**src/rtl/pipe_ctrl_pkg.sv**
```systemverilog
`default_nettype none
// +--------------------------------------------------------------------+
// | pipe_ctrl_pkg : shared constants for the pipeline sequencer        |
// | Rev 1.0                                                            |
// +--------------------------------------------------------------------+
package pipe_ctrl_pkg;

  localparam logic [1:0] ST_RUN   = 2'b00;
  localparam logic [1:0] ST_HALT  = 2'b01;
  localparam logic [1:0] ST_STEP  = 2'b10;

  localparam logic [4:0] REG_ZERO = 5'd0;

endpackage
`default_nettype wire

```
**src/rtl/step_sync.sv**
```systemverilog
`default_nettype none
// +--------------------------------------------------------------------+
// | step_sync : button synchronizer with single-cycle rising pulse     |
// | Rev 1.0                                                            |
// +--------------------------------------------------------------------+
module step_sync #(
  parameter int SYNC_STAGES = 2
) (
  input  logic clk,
  input  logic rstn,
  input  logic step_req,
  output logic step_pulse
);

  logic [SYNC_STAGES-1:0] r_sync;
  logic                   r_prev;

  generate
    if (SYNC_STAGES == 1) begin : g_single
      always_ff @(posedge clk or negedge rstn) begin
        if (!rstn) r_sync <= '0;
        else       r_sync <= step_req;
      end
    end else begin : g_chain
      always_ff @(posedge clk or negedge rstn) begin
        if (!rstn) r_sync <= '0;
        else       r_sync <= {r_sync[SYNC_STAGES-2:0], step_req};
      end
    end
  endgenerate

  always_ff @(posedge clk or negedge rstn) begin
    if (!rstn) r_prev <= 1'b0;
    else       r_prev <= r_sync[SYNC_STAGES-1];
  end

  // A held button yields one pulse: only the 0->1 transition is reported.
  assign step_pulse = r_sync[SYNC_STAGES-1] & ~r_prev;

endmodule
`default_nettype wire

```
**src/rtl/pipe_hazard_ctrl.sv**
```systemverilog
`default_nettype none
// +--------------------------------------------------------------------+
// | pipe_hazard_ctrl : run/halt/step FSM, hazard enables and counters  |
// | Rev 1.0                                                            |
// +--------------------------------------------------------------------+
module pipe_hazard_ctrl
  import pipe_ctrl_pkg::*;
#(
  parameter int START_RUN   = 1,
  parameter int CNT_W       = 16,
  parameter int SYNC_STAGES = 2
) (
  input  logic             clk,
  input  logic             rstn,
  input  logic [4:0]       id_rs1,
  input  logic [4:0]       id_rs2,
  input  logic             id_use_rs1,
  input  logic             id_use_rs2,
  input  logic [4:0]       idex_rd,
  input  logic             idex_memread,
  input  logic             exmem_redirect,
  input  logic             run_en,
  input  logic             step_req,
  output logic             pc_we,
  output logic             ifid_we,
  output logic             ifid_flush,
  output logic             idex_flush,
  output logic             exmem_flush,
  output logic             pipe_en,
  output logic [1:0]       state_o,
  output logic [CNT_W-1:0] stall_cnt,
  output logic [CNT_W-1:0] flush_cnt
);

  localparam logic [1:0] RESET_STATE = (START_RUN != 0) ? ST_RUN : ST_HALT;

  logic [1:0]       r_state;
  logic [1:0]       w_next_state;
  logic             w_step_pulse;
  logic             w_adv;
  logic             w_lu;
  logic             w_stall;
  logic             w_flush;
  logic [CNT_W-1:0] r_stall_cnt;
  logic [CNT_W-1:0] r_flush_cnt;

  step_sync #(
    .SYNC_STAGES (SYNC_STAGES)
  ) u_step_sync (
    .clk        (clk),
    .rstn       (rstn),
    .step_req   (step_req),
    .step_pulse (w_step_pulse)
  );

  always_comb begin
    w_next_state = ST_HALT;
    case (r_state)
      ST_RUN:  w_next_state = run_en ? ST_RUN : ST_HALT;
      ST_HALT: begin
        if (run_en)            w_next_state = ST_RUN;
        else if (w_step_pulse) w_next_state = ST_STEP;
        else                   w_next_state = ST_HALT;
      end
      ST_STEP: w_next_state = run_en ? ST_RUN : ST_HALT;
      default: w_next_state = ST_HALT;
    endcase
  end

  always_ff @(posedge clk or negedge rstn) begin
    if (!rstn) r_state <= RESET_STATE;
    else       r_state <= w_next_state;
  end

  // Gating with rstn keeps every enable low while reset is held.
  assign w_adv = rstn & ((r_state == ST_RUN) | (r_state == ST_STEP));

  assign w_lu = idex_memread & (idex_rd != REG_ZERO) &
                ((id_use_rs1 & (id_rs1 == idex_rd)) |
                 (id_use_rs2 & (id_rs2 == idex_rd)));

  // A redirect squashes the load-use pair, so it outranks the stall.
  assign w_flush = w_adv & exmem_redirect;
  assign w_stall = w_adv & w_lu & ~exmem_redirect;

  always_comb begin
    pc_we       = 1'b0;
    ifid_we     = 1'b0;
    ifid_flush  = 1'b0;
    idex_flush  = 1'b0;
    exmem_flush = 1'b0;
    pipe_en     = 1'b0;
    if (w_flush) begin
      pc_we       = 1'b1;
      ifid_we     = 1'b1;
      ifid_flush  = 1'b1;
      idex_flush  = 1'b1;
      exmem_flush = 1'b1;
      pipe_en     = 1'b1;
    end else if (w_stall) begin
      idex_flush  = 1'b1;
      pipe_en     = 1'b1;
    end else if (w_adv) begin
      pc_we       = 1'b1;
      ifid_we     = 1'b1;
      pipe_en     = 1'b1;
    end
  end

  always_ff @(posedge clk or negedge rstn) begin
    if (!rstn) begin
      r_stall_cnt <= '0;
      r_flush_cnt <= '0;
    end else begin
      if (w_stall && (r_stall_cnt != '1)) r_stall_cnt <= r_stall_cnt + 1'b1;
      if (w_flush && (r_flush_cnt != '1)) r_flush_cnt <= r_flush_cnt + 1'b1;
    end
  end

  assign state_o   = r_state;
  assign stall_cnt = r_stall_cnt;
  assign flush_cnt = r_flush_cnt;

endmodule
`default_nettype wire

```
**config.mk**
```make
export PLATFORM = sky130hd
export DESIGN_NAME = pipe_hazard_ctrl
export DESIGN_NICKNAME = d
export VERILOG_FILES = /design/src/rtl/pipe_ctrl_pkg.sv /design/src/rtl/step_sync.sv /design/src/rtl/pipe_hazard_ctrl.sv
export SDC_FILE = /design/constraint.sdc
export NUM_CORES = 1
export LEC_CHECK = 0
export CAP_MARGIN = 20
export CORE_MARGIN = 2
export CORE_UTILIZATION = 67
export CTS_CLUSTER_SIZE = 14
export DETAILED_ROUTE_END_ITERATION = 12
export DONT_BUFFER_PORTS = 1
export PLACE_DENSITY_LB_ADDON = 0.1
export REMOVE_ABC_BUFFERS = 1
export SLEW_MARGIN = 20
export SYNTH_ARGS = -nofsm -noshare
export SYNTH_HDL_FRONTEND = slang
export SYNTH_SLANG_ARGS = --single-unit
```
**constraint.sdc**
```tcl
create_clock -name clk -period 3.2 [get_ports clk]
set_clock_uncertainty 0.1 [all_clocks]
set_input_delay 0.8 -clock clk [delete_from_list [all_inputs] [get_ports clk]]
set_output_delay 0.8 -clock clk [all_outputs]
set_load 0.1 [all_outputs]
```
==> run_results.csv, run 1 <==
group,metric,value,unit
status,status,"completed",
sta,tns,0,ps
floorplanning,io_pins,63,
final_layout,final_util,83.9,%
drt,drt-initial-drc-count,69,
final_layout,area_growth,20.2,%
logic_synthesis,yosysTopAreaCell,"dfrtp_1",
clocking,insertion_delay,340,ps
worst_setup_path,start_kind,"primary input",
drt,dr.pass1.iters,4,
worst_setup_path,end_kind,"output pin",
floorplanning,start_util,69.8,%
grt,grt_max_degree,39,
final_layout,layout.nets,245,
placed_design,portBuffers,0,
worst_setup_path,r2r-end,"flush_cnt[1]",
worst_setup_path,crit_type,"in2out",
min_path,hold_path.class,"in2async",
sta,max-slew-margin-rel,38.3,%
logic_synthesis,synthSimpleGateAreaFrac,24.7,%
grt,antenna_found_initial,0,
clocking,cts_buffers,5,
logic_synthesis,yosysTopAreaCellShare,48.9,%
final_layout,design_area,0.00227,mm2
floorplanning,core-area,0.00271,mm2
logic_synthesis,async_flop_share,100,%
clocking,cts_max_level,2,
sta,clock.fmax,331,MHz
logic_synthesis,synth_edf_count,0,
floorplanning,die_y,57.1,um
clocking,cts_hold_buf,0,
placed_design,pre_cts_slack,180,ps
sta,hold_violations,0,
drt,antenna_left,0,
logic_synthesis,synth_mux_area_share,1.98,%
final_layout,drive_above_1_share,25.3,%
final_layout,antennaDiodeCount,0,
drt,vias_per_cell,5.90,
sta,layout_setup_ws,174,ps
placed_design,placed_cell_area,0.00223,mm2
placed_design,gp_congestion,0.771,
logic_synthesis,synth_compound_area_share,3.04,%
grt,grt_pass1_wl,6620,um
clocking,cts_resized,0,
clocking,clock_sinks,37,
floorplanning,dieArea,0.00326,mm2
worst_setup_path,arrival,2130,ps
worst_setup_path,required,2300,ps
clocking,cts_tree,"yes",
sta,setup_violations,0,
grt,grt_pass1_vias,1514,
logic_synthesis,ys_ff_latch,37,
logic_synthesis,ys_seq_area_share,48.9,%
clocking,cts.path.max_buffers,2,
logic_synthesis,syn_inst,179,
job,maxCapViolCount,0,
pwr,power.leakage,0.00106,uW
sta,period_share,94.6,%
logic_synthesis,syn_avg_cell_area,10.6,um2
logic_synthesis,synth_ff_type,"dfrtp_1",
logic_synthesis,synth_warnings,0,
logic_synthesis,synth-adder-area-share,1.32,%
pwr,irDropWorstVdd,0.000540,V
sta,worst_pin_slew,925,ps
sta,finalCriticalPeriod,3030,ps
logic_synthesis,synth_area,0.00189,mm2
logic_synthesis,synth_area_leaders,"dfrtp_1 49%, xnor2_1 15%, nand3_1 5.3%, and3_1 3.0%, nand4_1 2.6%",
drt,vias,1487,
clocking,cts.reportedPaths.clkPinSlew,110,ps
grt,groute.usage.overall,26.3,%
drt,routed_wl,3870,um
logic_synthesis,synth.most_common_cell,"dfrtp_1",
logic_synthesis,synthDistinctLibCells,35,
drt,wl_per_cell,15.4,um
worst_setup_path,r2r_setup_slack,1050,ps
sta,rsz0062_at_grt,"no",
pwr,pwr_density_cell,542,mW/mm2
worst_setup_path,r2r.worst_path.cells,6,
clocking,cts_root_buffer,"clkbuf_4",
floorplanning,placementRows,19,
drt,route.detailed.drc,0,
placed_design,hpwl,2960,um
worst_setup_path,reg2reg_from,"flush_cnt[4]",
logic_synthesis,synth_common_cells,"37 x dfrtp_1, 32 x xnor2_1, 20 x nand3_1",
sta,maxSlewViolCount,0,
worst_setup_path,cp_max_fo,4,
grt,overflow,0,
logic_synthesis,synth_top_family_by_area,"simple AND/OR/NAND/NOR gates",
clocking,cts_setup_buffers,0,
floorplanning,die_w,57.1,um
logic_synthesis,synthXorXnorAreaFrac,17.1,%
-- worst max path at each step --
stage / from / end / slack (ps) / cells after the start
global route: idex_rd[1] / ifid_we / 110 / 5
floorplan: state_o[0] / flush_cnt[13] / -1300 / 7
detailed placement: idex_rd[1] / ifid_we / 180 / 5
CTS: idex_rd[1] / ifid_we / 180 / 5
global placement: idex_rd[1] / ifid_we / 190 / 5
finish: idex_rd[1] / ifid_we / 170 / 5
-- cell type report --
cell class              count  area, um2
flip-flops and latches     37        926
inverters                   5       18.8
fillers                   167        435
multi-input cells         132        912
clock buffers               8       48.8
repair buffers             39        330
well taps                  31       38.8
-- cell usage in the layout, fill, tap and decap left out, drive strengths merged, types with 2 or more instances in the layout --
| master | netlist | routed |
|---|---|---|
| nor3 | 8 | 8 |
| nand4b | 2 | 2 |
| inv | 5 | 5 |
| a21oi | 3 | 3 |
| and3 | 9 | 9 |
| nand2b | 2 | 2 |
| mux2 | 3 | 3 |
| nand4 | 9 | 9 |
| and4 | 3 | 3 |
| clkbuf | 0 | 8 |
| xor2 | 5 | 5 |
| dfrtp | 37 | 37 |
| nand2 | 13 | 13 |
| buf | 5 | 39 |
| nor2 | 10 | 10 |
| nand3 | 20 | 20 |
| xnor2 | 32 | 32 |
| ha | 2 | 2 |
| nor2b | 2 | 2 |
-- worst max-delay path, stage by stage --
cell and delay (ps):
or4_1 530, o2111ai_2 220, nand2b_1 150, and2_2 170, buf_12 250
-- routing by layer --
metal | track usage [%] | wire [um] | vias to the layer above
met4 | 9.63 | 35 | 0
met1 | 32.3 | 1540 | 703
met3 | 6.58 | 316 | 7
met2 | 45.0 | 1980 | 70
met5 | 0 | 0 | -
li1 | - | - | 707
-- logic make-up after synthesis --
family	after synthesis
XOR/XNOR	37
AO/OA/AOI/OAI	8
AND/OR/NAND/NOR	82
flip-flops	37
buffers and inverters	10
multiplexers	3
adder cells (fa/ha/maj)	2
-- state kept, by name, summed over array words and instances, names as in the netlist --
| signal | count |
|---|---|
| flush_cnt | 16 |
| stall_cnt | 16 |
| state_o | 2 |
| u_step_sync.r_sync | 2 |
| u_step_sync.r_prev | 1 |
-- stage by stage --
step / power (uW) / std cells / hold slack (ps)
6_report: 1230 / 252 / 41.9
5_1_grt: 1280 / 252 / 19.6
4_1_cts: 1240 / 252 / 35.9
3_5_place_dp: 1020 / 244 / 245
3_3_place_gp: 1010 / 244 / 239
2_1_floorplan: 917 / 174 / 231
-- report_power, final --
| group | switching (uW) | internal, uW |
|---|---|---|
| sequential | 22.7 | 504 |
| combinational | 377 | 101 |
| clock | 140 | 87.6 |
| total | 540 | 693 |
No activity file was read; power rests on OpenSTA's default activity.
==> run 2: changes to the inputs <==
- CELL_PAD_IN_SITES_DETAIL_PLACEMENT: unset -> 0
- CELL_PAD_IN_SITES_GLOBAL_PLACEMENT: unset -> 1
- CORE_UTILIZATION: 67 -> 50
- clock period: 3.2 -> 3.6 ns (I/O delays scaled with it)
==> run_results.csv, run 2 (synthesized netlist as in run 1, its figures left out) <==
group,metric,value,unit
status,status,"completed",
sta,worst_pin_slew,1010,ps
grt,grt_pass1_wl,6490,um
sta,maxSlewViolCount,0,
pwr,p_comb_share,27.9,%
final_layout,instances_no_fill,263,
worst_setup_path,arrival,2230,ps
job,maxCapViolCount,0,
pwr,switching_share,42.4,%
clocking,cts_max_level,2,
floorplanning,dieArea,0.00429,mm2
pwr,total_power,1150,uW
sta,max-slew-margin-rel,32.9,%
min_path,hold_path.class,"in2async",
pwr,clock_power_share,23.3,%
drt,route.detailed.drc,0,
clocking,cts.path.max_buffers,2,
placed_design,pre_cts_slack,354,ps
final_layout,layout.nets,239,
grt,grt_pass1_vias,1502,
drt,vias_per_cell,5.48,
pwr,seqPwrFrac,48.8,%
clocking,cts_buffers,5,
final_layout,final_util,62.3,%
floorplanning,placementRows,22,
placed_design,gp_congestion,0.771,
clocking,insertion_delay,270,ps
placed_design,portBuffers,0,
clocking,cts_resized,0,
floorplanning,io_pins,63,
final_layout,drive_above_1_share,23.3,%
clocking,cts_root_buffer,"clkbuf_8",
grt,overflow,0,
final_layout,mostFrequentLayoutCells,"37 x dfrtp_1, 32 x xnor2_1, 30 x buf_4",
floorplanning,core-area,0.00366,mm2
sta,tns,0,ps
drt,antenna_left,0,
grt,antenna_found_initial,0,
clocking,cts_tree,"yes",
sta,finalCriticalPeriod,3230,ps
grt,met2_usage,32.0,%
sta,layout_setup_ws,366,ps
final_layout,area_growth,20.6,%
sta,period_share,89.8,%
worst_setup_path,end_kind,"output pin",
floorplanning,die_w,65.5,um
pwr,pwr_density_cell,502,mW/mm2
pwr,p_switching,485,uW
pwr,internal-power,660,uW
worst_setup_path,reg2reg_from,"flush_cnt[10]",
floorplanning,start_util,51.7,%
sta,hold_violations,0,
grt,met3_usage,6.51,%
worst_setup_path,crit_path_start,"idex_rd[1]",
placed_design,hpwl,2810,um
final_layout,antennaDiodeCount,0,
pwr,irDropWorstVdd,0.000276,V
drt,routed_wl,3730,um
clocking,clock_sinks,37,
drt,vias,1442,
grt,met1_usage,24.0,%
drt,dr.pass1.iters,4,
placed_design,dpl.cell_count,255,
pwr,power.leakage,0.00105,uW
final_layout,final_common_cell,"dfrtp_1",
floorplanning,die_y,65.5,um
worst_setup_path,crit_type,"in2out",
worst_setup_path,cp_max_fo,4,
grt,groute.usage.overall,19.6,%
clocking,cts.reportedPaths.clkPinSlew,70,ps
sta,setup_violations,0,
drt,wl_per_cell,14.2,um
sta,clock.fmax,309,MHz
worst_setup_path,start_kind,"primary input",
grt,gr-max-usage-layer,"met2",
sta,rsz0062_at_grt,"no",
clocking,cts_setup_buffers,0,
worst_setup_path,required,2600,ps
grt,grt_max_degree,39,
drt,drt-initial-drc-count,69,
clocking,cts_hold_buf,0,
[run 2: cell count changes in the layout (fill, tap and decap cells not counted)]
cell | previous run | this run
buf_4 | 36 | 30
clkbuf_4 | 5 | 0
clkbuf_8 | 0 | 5
[run 2: path summary, 6_finish.rpt]
kind	endpoint	slack, ps	depth (start not counted)
min in group clk	u_step_sync.r_sync[1]	260	0
max in group asynchronous	u_step_sync.r_sync[1]	3090	0
worst min register to register	u_step_sync.r_sync[1]	260	0
worst max register to register	flush_cnt[1]	1110	5
worst max-delay path	pc_we	370	5
worst min-delay path	stall_cnt[11]	210	0
[run 2: power by group through the flow]
stage          registers [uW]  clock network [uW]  logic (uW)
2_1_floorplan             724                   0        91.4
3_3_place_gp              565                   0         315
3_5_place_dp              566                   0         320
4_1_cts                   559                 281         322
5_1_grt                   563                 297         336
6_report                  559                 267         320
[run 2: final cells by class]
class	count	area (um2)
clock buffer	8	80.1
multi-input combinational	132	912
timing repair buffer	33	285
inverter	5	18.8
tap	48	60.1
fill	308	1380
sequential	37	926
[run 2: critical path, stage by stage]
cell,delay (ps)
or4_1,530
o2111ai_2,230
nand2b_1,150
and2_2,170
buf_12,250
[run 2: metal layers]
layer,vias to the layer above,share of wire (%)
met5,-,0
li1,692,-
met1,688,43
met3,2,8.9
met4,0,0.62
met2,60,48
[run 2: through the flow]
stage | hold WS [ps] | cell area [um2]
after global routing | 194 | 2280
after global placement | 239 | 2200
after CTS | 198 | 2280
after detailed placement | 253 | 2200
final | 211 | 2280
after floorplan | 231 | 1860
